### src/rtl/pdm_to_cic_adapter.sv
// Serializes one NUM_MICS-bit PDM word into NUM_MICS signed +/-1 AXI-Stream beats (mic 0 first),
// with TLAST on the last mic, for a shared CIC decimator.
module pdm_to_cic_adapter #(
  parameter int unsigned NUM_MICS  = 5,
  parameter int unsigned CIC_BYTES = 1,
  parameter int unsigned CIC_BITS  = CIC_BYTES * 8
) (
  input  logic                clk,
  input  logic                rst,
  input  logic                s_axis_tvalid,
  output logic                s_axis_tready,
  input  logic [NUM_MICS-1:0] s_axis_tdata,
  output logic                m_axis_tvalid,
  input  logic                m_axis_tready,
  output logic [CIC_BITS-1:0] m_axis_tdata,
  output logic                m_axis_tlast
);

  localparam int unsigned IDX_W = (NUM_MICS > 1) ? $clog2(NUM_MICS) : 1;
  localparam logic [IDX_W-1:0] LAST_IDX = IDX_W'(NUM_MICS - 1);
  localparam logic [CIC_BITS-1:0] POS_ONE = CIC_BITS'(1);
  localparam logic [CIC_BITS-1:0] NEG_ONE = '1;

  logic [NUM_MICS-1:0] word_q, word_n;
  logic [IDX_W-1:0]    idx_q, idx_n;
  logic                valid_n, last_n;
  logic [CIC_BITS-1:0] data_n;
  logic [NUM_MICS-1:0] shifted;
  logic                load;
  logic                in_xfer, out_xfer;

  // Next word may enter when the output stage is idle or its last beat is leaving now.
  assign s_axis_tready = !rst && (!m_axis_tvalid || (m_axis_tready && m_axis_tlast));
  assign in_xfer       = s_axis_tvalid && s_axis_tready;
  assign out_xfer      = m_axis_tvalid && m_axis_tready;

  always_comb begin
    word_n  = word_q;
    idx_n   = idx_q;
    valid_n = m_axis_tvalid;
    data_n  = m_axis_tdata;
    last_n  = m_axis_tlast;
    load    = 1'b0;
    shifted = '0;

    if (in_xfer) begin
      word_n  = s_axis_tdata;
      idx_n   = '0;
      valid_n = 1'b1;
      load    = 1'b1;
    end else if (out_xfer) begin
      if (m_axis_tlast) begin
        valid_n = 1'b0;
        idx_n   = '0;
      end else begin
        idx_n   = idx_q + IDX_W'(1);
        load    = 1'b1;
      end
    end

    // Present the beat for mic idx_n: bit set -> +1, clear -> -1.
    if (load) begin
      shifted = word_n >> idx_n;
      data_n  = shifted[0] ? POS_ONE : NEG_ONE;
      last_n  = (idx_n == LAST_IDX);
    end
  end

  always_ff @(posedge clk or posedge rst) begin
    if (rst) begin
      word_q        <= '0;
      idx_q         <= '0;
      m_axis_tvalid <= 1'b0;
      m_axis_tdata  <= '0;
      m_axis_tlast  <= 1'b0;
    end else begin
      word_q        <= word_n;
      idx_q         <= idx_n;
      m_axis_tvalid <= valid_n;
      m_axis_tdata  <= data_n;
      m_axis_tlast  <= last_n;
    end
  end

endmodule

### config.mk
export PLATFORM = sky130hd
export DESIGN_NAME = pdm_to_cic_adapter
export DESIGN_NICKNAME = d
export VERILOG_FILES = /design/src/rtl/pdm_to_cic_adapter.sv
export SDC_FILE = /design/constraint.sdc
export NUM_CORES = 1
export LEC_CHECK = 0
export CORE_MARGIN = 3
export CORE_UTILIZATION = 40
export DETAILED_ROUTE_END_ITERATION = 8
export PLACE_DENSITY_LB_ADDON = 0.15
export SYNTH_ARGS = -nofsm -noshare
export SYNTH_HDL_FRONTEND = slang
export SYNTH_SLANG_ARGS = --single-unit
### constraint.sdc
create_clock -name clk -period 1.7 [get_ports clk]
set_clock_uncertainty 0.1 [all_clocks]
set_input_delay 0.255 -clock clk [delete_from_list [all_inputs] [get_ports clk]]
set_output_delay 0.255 -clock clk [all_outputs]
set_load 0.02 [all_outputs]
==> results of run 1 <==
==> worst max-delay path, cell delays in order (launching register included) <==
cell and delay [ns]:
dfrtp_1 0.39, ha_1 0.30, and4b_2 0.23, a21oi_4 0.13, mux4_2 0.30, a31oi_1 0.13
==> state kept, by name, summed over array words and instances, names as in the netlist <==
signal         cells
word_q             5
idx_q              3
m_axis_tdata       2
m_axis_tlast       1
m_axis_tvalid      1
==> repair_timing <==
action	CTS	global route
gates resized for setup	12	3
buffers inserted	0	1
setup endpoints to repair	10	3
pin swaps	0	3
==> metal layers <==
layer / vias up / wire length (um)
met1: 264 / 647
met3: 2 / 72
li1: 277 / -
met2: 16 / 697
met4: 0 / 10
met5: - / 0
==> logic make-up after synthesis <==
group | Yosys count
AND/OR/NAND/NOR | 24
flip-flops | 12
AO/OA/AOI/OAI | 10
buffers and inverters | 9
multiplexers | 7
XOR/XNOR | 1
adder cells (fa/ha/maj) | 1
==> power groups by stage <==
stage                     Sequential, W  Combinational, W  Clock [W]
final                          0.000516          0.000908   0.000222
after global routing           0.000538          0.000997   0.000238
after CTS                      0.000520          0.000886   0.000229
after detailed placement       0.000527          0.000907          0
after global placement         0.000527          0.000893          0
after floorplan                0.000547          0.000583          0
==> final cells by class <==
cell class / instances / area share [%]
Multi-Input combinational cell: 43 / 35.0
Sequential cell: 12 / 30.9
Timing Repair Buffer: 31 / 27.5
Clock buffer: 4 / 3.72
Tap cell: 16 / 2.05
Inverter: 2 / 0.770
==> placed cells by master (no fill, tap or decap), types with 2 or more instances in the layout <==
| master | netlist | layout |
|---|---|---|
| mux2_2 | 3 | 3 |
| dlygate4sd2_1 | 0 | 8 |
| nor2_1 | 8 | 8 |
| a21oi_1 | 3 | 2 |
| inv_1 | 2 | 2 |
| nand2_4 | 2 | 2 |
| nand2_1 | 4 | 4 |
| clkbuf_4 | 0 | 3 |
| dfrtp_1 | 12 | 11 |
| buf_4 | 6 | 12 |
| clkdlybuf4s50_1 | 0 | 9 |
| a31oi_1 | 2 | 2 |
| mux2_1 | 2 | 2 |
==> metrics by stage <==
stage | power (W) | instances | utilization [%] | instance area (sq um) | setup WS [ns]
floorplan | 0.00113 | 64 | - | 687 | 0.0155
global placement | 0.00142 | 103 | 59.2 | 923 | -0.283
detailed placement | 0.00143 | 103 | 59.2 | 923 | -0.297
CTS | 0.00164 | 107 | 61.7 | 962 | 0.00892
global route | 0.00177 | 108 | 62.5 | 975 | -0.0204
finish | 0.00165 | 108 | 62.5 | 975 | 0.0548
==> worst max path at each step <==
stage | startpoint | cells after the start | slack (ns) | to
after detailed placement | m_axis_tready | 5 | -0.30 | m_axis_tdata[6]
after global placement | m_axis_tready | 4 | -0.28 | s_axis_tready
after global routing | idx_q[1] | 5 | -0.02 | m_axis_tdata[6]
after CTS | idx_q[0] | 5 | 0.009 | m_axis_tdata[6]
final | idx_q[1] | 5 | 0.05 | m_axis_tdata[6]
after floorplan | m_axis_tvalid | 4 | 0.02 | m_axis_tdata[6]
==> impl_metrics.toml, run 1 <==
[yosys]
async_reset_ff_share_pct = 100
synth_top_area_share_pct = 44.0
yosysSeqAreaShare_pct = 44.0
synth_area_leader_cell = "dfrtp_1"
synthDistinctLibCells = 30
synthCells = 64
synth_top_family_by_area = "simple AND/OR/NAND/NOR gates"
syn_avg_cell_area_sq_um = 10.7
synth_adder_area_share_pct = 1.83
synth_compound_area_share_pct = 9.72
yosys-top-cells-count = "dfrtp_1 (12), nor2_1 (8), buf_4 (6), nand2_1 (4)"
syn_area_sq_um = 682
ys_seq_elements = 12
synth_top_flop_cell = "dfrtp_1"
synth_nets = 74
yosys-top-cells-area = "dfrtp_1 (44%), buf_4 (6.6%), mux2_2 (5.0%), nor2_1 (4.4%), mux2_1 (3.3%)"
synthSimpleGateAreaFrac_pct = 20.7
synth_most_common_cell = "dfrtp_1"
ys_warn_count = 0
synth_edf_count = 0
synthXorXnorAreaFrac_pct = 1.28
synth.area.mux_share_pct = 13.0

[placed_design]
portBuffers = 19
place_congestion = 0.763

[worst_setup_path]
rr_endpoint = "m_axis_tdata[6]"
cp.required_ns = 1.79
crit_fanout = 2
cp_data_arrival_time_ns = 1.74
cp-start-kind = "flip-flop"
worst-r2r-cell-count = 5
crit_type = "reg -> reg"
worst_setup_path_end_kind = "flip-flop"
regToRegStartpoint = "idx_q[1]"
reg2reg_slack_ns = 0.05

[power]
combinationalPowerShare_pct = 55.2
power.density_mw_per_mm2 = 1690
max-vdd-ir-drop_mv = 0.857
p_leak_nw = 0.460
p_seq_share_pct = 31.3
switching_share_pct = 38.6
internal_power_w = 0.00101
clock_power_share_pct = 13.5
p_sw_w = 0.000636

[floorplan]
rows = 14
die_h_um = 47.3
io_pins = 20
initial_utilization_pct = 43.7
core_sq_mm = 0.00156
die_x_um = 47.3
die_area_sq_mm = 0.00224

[sta]
slew-limit-headroom_pct = 69.5
hold_violations = 0
final-max-slew-violation-count = 0
fin_crit_sh_pct = 96.8
period_needed_ns = 1.65
finalSetupViolations = 0
max_freq_ghz = 0.608
worstMarginPinSlew_ns = 0.457
setup_tns_ns = 0
timing.hold.ws_ns = 0.251
grt_setup_unrepaired = "yes"

[drt]
antenna_left = 0
drc_errors = 0
vias = 559
drtIter0Drc = 6
via_per_inst = 5.18
drt_pass1_iterations = 4
wirelength_um = 1430
post_drt_wl_per_cell_um = 13.2

[layout]
fin_nets = 103
area_growth_pct = 42.9
seqCellArea_sq_um = 302
multi_input_area_sq_um = 342
fillers = 136
drive_gt1_share_pct = 31.5
insertedDiodeCount = 0

[hold_path]
hold_class = "in -> async"

[clock_tree]
clock-sinks = 12
clockRootBuffer = "clkbuf_4"
numCtsBuffers = 3
clock_path_buffers = 2
path_clk_slew_ns = 0.07
cts_tree = "built"
cts-htree-levels = 1
clk_latency_ns = 0.26
hold_buffers = 0

[grt]
grt_usage_pct = 15.2
grt_pass1_wl_um = 2320
grt_pass1_vias = 511
top_usage_layer = "met2"
grt_use_met2_pct = 23.3
antenna_found_initial = 0
use_met3_pct = 4.21
gr-usage-met1_pct = 20.7
grt_max_degree = 13
gr-total-overflow = 0

[run]
timing.max_cap.violations = 0

[status]
status = "finished, final reports clean"
No activity file was read; power rests on OpenSTA's default activity.
==> run 2: changes to the inputs <==
CORE_MARGIN = 2   (was 3)
SETUP_SLACK_MARGIN = 0.4   (was unset)
==> run 2 against run 1 <==
Flip-flop and latch count did not move. Sequential power rose by 5.8%. Routed wire length rose by 16%. Worst setup slack got worse by 0.043 ns. Final cell count is 3.7% higher. Register-to-register slack worse by 0.04 ns. Sequential share of layout area down 3.5 points. Critical path depth did not move. Design area increased by 13%. Hold slack worse by 0.0047 ns. Global-route usage is 1.3 points higher. Critical endpoint unchanged. Largest cell class unchanged. Largest power group unchanged.
==> impl_metrics.toml, run 2 (synthesized netlist as in run 1, its figures left out) <==
[grt]
grt_usage_pct = 16.6
grt_pass1_wl_um = 2420
grt_max_degree = 13
grt_pass1_vias = 573
gr-total-overflow = 0
antenna_found_initial = 0

[layout]
area_growth_pct = 61.8
largest_register_ffs = 5
stdcell_area_sq_mm = 0.00110
drive_gt1_share_pct = 55.2
final_cell_mix = "dfrtp_1 (10), buf_4 (10), buf_6 (8), clkdlybuf4s50_1 (7), dlygate4sd2_1 (5)"
largest_register = "word_q"
insertedDiodeCount = 0
utilization_pct = 70.8
top_regs = "word_q x5, idx_q x3, m_axis_tdata x2"
fin_nets = 107

[worst_setup_path]
critical_path.startpoint = "idx_q[0]"
crit_fanout = 2
path_cells = "ha_4 -> and4b_2 -> a21oi_2 -> mux4_2 -> a31oi_1"
cp-start-kind = "flip-flop"
cp_data_arrival_time_ns = 1.77
worst_setup_path_end_kind = "flip-flop"
cp_num_buf_inv = 0
critical_path.endpoint = "m_axis_tdata[6]"
rr_endpoint = "m_axis_tdata[6]"
reg2reg_slack_ns = 0.01
regToRegStartpoint = "idx_q[0]"
cp.required_ns = 1.78
slowest_delay_ns = 0.42
crit_type = "reg -> reg"
worst-r2r-cell-count = 5
cp.depth = 5
cpMaxStageDelayCell = "dfrtp_1"
critPathTopFamily = "flip-flops"

[floorplan]
die_area_sq_mm = 0.00205
die_x_um = 45.3
die_h_um = 45.3
initial_utilization_pct = 43.7
rows = 14
io_pins = 20
core_sq_mm = 0.00156

[sta]
setup_tns_ns = 0
timing.hold.ws_ns = 0.246
max_freq_ghz = 0.592
period_needed_ns = 1.69
fin_crit_sh_pct = 99.3
slew-limit-headroom_pct = 67.7
final-max-slew-violation-count = 0
worstMarginPinSlew_ns = 0.484
worst_slack_ns = 0.0119
hold_violations = 0
grt_setup_unrepaired = "yes"
finalSetupViolations = 0

[status]
status = "finished, final reports clean"

[placed_design]
preCtsSetupSlack_ns = -0.262
dp.final_hpwl_um = 1050
place_area_sq_um = 921
place_congestion = 0.789
portBuffers = 19

[clock_tree]
clk_latency_ns = 0.27
clockRootBuffer = "clkbuf_4"
clock-sinks = 12
hold_buffers = 0
path_clk_slew_ns = 0.08
cts_tree = "built"
cts-htree-levels = 1
clock_path_buffers = 2
numCtsBuffers = 3

[drt]
post_drt_wl_per_cell_um = 14.8
drt_pass1_iterations = 4
antenna_left = 0
vias = 604
drtIter0Drc = 8
drc_errors = 0
wirelength_um = 1660
via_per_inst = 5.39

[hold_path]
hold_class = "in -> async"

[power]
max-vdd-ir-drop_mv = 0.941
power.density_mw_per_mm2 = 1770
p_leak_nw = 0.503

[run]
timing.max_cap.violations = 0
run 2: cell count changes in the layout (fill, tap and decap cells not counted), sizes merged:
cell,before,now
buf,12,19
clkbuf,5,6
clkdlybuf4s50,9,7
dlygate4sd2,8,5
dlymetal6s2s,1,0
clkdlybuf4s15,0,2
run 2: metal layers:
layer / up-vias / global-route usage (%) / share of wire (%)
met5: - / 0 / 0
met4: 0 / 8.24 / 2.4
met3: 6 / 2.40 / 3.1
met2: 18 / 28.0 / 49
met1: 301 / 20.5 / 45
li1: 279 / - / -
run 2: cell type report:
cell class | count | area, sq um
fill | 118 | 455
inverter | 2 | 7.51
sequential | 12 | 303
multi-input combinational | 43 | 430
timing repair buffer | 35 | 317
clock buffer | 4 | 26.3
tap | 16 | 20.0
run 2: where the power goes:
part / total [W] / internal [W] / leakage, nW / switching, W
clock: 0.000180 / 0.0000905 / 0.0150 / 0.0000895
combinational: 0.00123 / 0.000678 / 0.350 / 0.000548
sequential: 0.000546 / 0.000413 / 0.138 / 0.000133
run 2: stage by stage:
stage                     std cells  power (W)
after floorplan                  64    0.00114
after global placement          102    0.00142
after detailed placement        102    0.00144
after CTS                       111    0.00173
after global routing            112    0.00208
final                           112    0.00195
run 2: how the worst min path moves through the flow:
stage	depth (start not counted)	startpoint	slack (ns)	to
5_1_grt	2	rst	0.33	m_axis_tdata[0]
3_5_place_dp	1	m_axis_tdata[0]	0.37	m_axis_tdata[0]
3_3_place_gp	1	m_axis_tdata[0]	0.35	m_axis_tdata[0]
4_1_cts	2	rst	0.26	m_axis_tdata[0]
2_1_floorplan	1	rst	0.02	idx_q[0]
6_report	2	rst	0.25	m_axis_tdata[0]
run 2: timing repair:
action                                  in CTS  in global routing
setup buffers                                5                  1
endpoints found under the setup margin      22                 21
gates resized for setup                     36                 27
cloned                                       0                  0
pin swaps                                    6                  2
==> run 3: changes to the inputs <==
PLACE_DENSITY = 0.68   (was unset)
PLACE_DENSITY_LB_ADDON = unset   (was 0.15)
==> run 3 against run 2 <==
Hold slack worse by 0.0093 ns. Clock-buffer cell count is the same. Power up 0.13%. Combinational power decreased by 4%. Via count is 0.33% lower. Critical path depth stayed put. Clock power rose by 31%. First-iteration DRC count fell by 13%. Design area up 0.79%. Global-route usage grew 3.0 points. Critical path type unchanged. Critical endpoint unchanged. Largest power group unchanged.
==> impl_metrics.toml, run 3 (synthesized netlist as in run 1, its figures left out) <==
[layout]
stdcell_area_sq_mm = 0.00111
final_common_cell = "buf_4"
fillers = 114
final_cell_mix = "buf_4 (11), dfrtp_1 (10), buf_6 (8), dlygate4sd2_1 (7), clkdlybuf4s50_1 (7)"
fin_nets = 108
largest_register_ffs = 5
seqCellArea_sq_um = 303
largest_register = "word_q"
multi_input_area_sq_um = 420
insertedDiodeCount = 0
drive_gt1_share_pct = 54.6
area_growth_pct = 63.1
top_regs = "word_q x5, idx_q x3, m_axis_tdata x2"

[sta]
hold_violations = 0
max_freq_ghz = 0.598
worstMarginPinSlew_ns = 0.482
fin_crit_sh_pct = 98.3
period_needed_ns = 1.67
slew-limit-headroom_pct = 67.9
worst_slack_ns = 0.0282
grt_setup_unrepaired = "yes"
final-max-slew-violation-count = 0
timing.hold.ws_ns = 0.237
finalSetupViolations = 0

[clock_tree]
cts_tree = "built"
numCtsBuffers = 3
path_clk_slew_ns = 0.09
hold_buffers = 0
clk_latency_ns = 0.28
clock-sinks = 12
clock_path_buffers = 2
clockRootBuffer = "clkbuf_4"
cts-htree-levels = 1

[run]
timing.max_cap.violations = 0

[worst_setup_path]
crit_fanout = 2
cp_data_arrival_time_ns = 1.78
crit_type = "reg -> reg"
cp.required_ns = 1.81
worst_setup_path_end_kind = "flip-flop"
path_cells = "ha_1 -> and4b_2 -> a21oi_2 -> mux4_2 -> a31oi_1"
cpMaxStageDelayCell = "dfrtp_1"
slowest_delay_ns = 0.40
cp-start-kind = "flip-flop"

[floorplan]
rows = 14
die_area_sq_mm = 0.00205
core_sq_mm = 0.00156
die_h_um = 45.3
io_pins = 20
initial_utilization_pct = 43.7
die_x_um = 45.3

[placed_design]
portBuffers = 19
preCtsSetupSlack_ns = -0.324
place_area_sq_um = 921
place_congestion = 0.750
dp.final_hpwl_um = 1050

[hold_path]
hold_class = "in -> async"

[drt]
drtIter0Drc = 7
drc_errors = 0
vias = 602
wirelength_um = 1790
antenna_left = 0
drt_pass1_iterations = 4
post_drt_wl_per_cell_um = 15.8
via_per_inst = 5.33

[power]
max-vdd-ir-drop_mv = 0.835
total_power_w = 0.00195
p_leak_nw = 0.508
power.density_mw_per_mm2 = 1760

[status]
status = "finished, final reports clean"

[grt]
grt_max_degree = 13
grt_pass1_wl_um = 2770
grt_pass1_vias = 587
antenna_found_initial = 0
gr-total-overflow = 0
grt_usage_pct = 19.5
[run 3: cell types whose count changed in the layout (fill, tap and decap cells not counted), moves of 2 or more]
cell | before | now
a21oi_1 | 0 | 2
dlygate4sd2_1 | 5 | 7
nor2_2 | 1 | 3
a21oi_2 | 3 | 1
nor2_4 | 3 | 1
nand2_1 | 4 | 2
[run 3: path summary, 6_finish.rpt]
| kind | startpoint | to | slack, ns | depth (start not counted) |
|---|---|---|---|---|
| max | idx_q[1] | m_axis_tdata[6] | 0.03 | 5 |
| min | rst | word_q[4] | 0.24 | 2 |
| max reg2reg | idx_q[1] | m_axis_tdata[6] | 0.03 | 5 |
| min reg2reg | m_axis_tdata[0] | m_axis_tdata[0] | 0.39 | 1 |
| max in group asynchronous | rst | m_axis_tvalid | 0.89 | 2 |
| min in group clk | m_axis_tdata[0] | m_axis_tdata[0] | 0.39 | 1 |
[run 3: where the power goes]
part	internal, W	switching (W)
Clock	0.000130	0.000105
Combinational	0.000642	0.000542
Sequential	0.000413	0.000122
[run 3: repair_timing]
item,CTS,global route
cloned,0,0
pin swaps,2,3
resized for setup,36,22
buffers inserted,3,4
setup endpoints to repair,23,22
[run 3: critical path, delay by kind of cell, from the launching register on]
kind	cells	cell delay, ns
AOI/OAI and AO/OA	2	0.27
adders and majority gates	1	0.29
DFF	1	0.40
muxes	1	0.30
and+or+nand+nor	1	0.23
[run 3: per-layer routing]
layer / routed length, um / up-vias / part of all wire, % / GRT usage (%)
li1: - / 284 / - / -
met3: 66 / 2 / 3.7 / 6.00
met4: 18 / 0 / 1.0 / 7.06
met2: 907 / 19 / 51 / 32.3
met1: 794 / 297 / 44 / 24.0
met5: 0 / - / 0 / 0
[run 3: final cells by class]
cell class              instances  area share, %
multi-input cells              43           37.8
clock buffers                   4           3.26
inverters                       2          0.675
well taps                      16           1.80
repair buffers                 36           29.2
flip-flops and latches         12           27.2
[run 3: stage by stage]
stage,setup TNS [ns],utilization (%),cells
2_1_floorplan,0,-,64
3_3_place_gp,-1.63,59.1,102
3_5_place_dp,-1.75,59.1,102
4_1_cts,0,64.9,109
5_1_grt,-0.0641,71.3,113
6_report,0,71.3,113
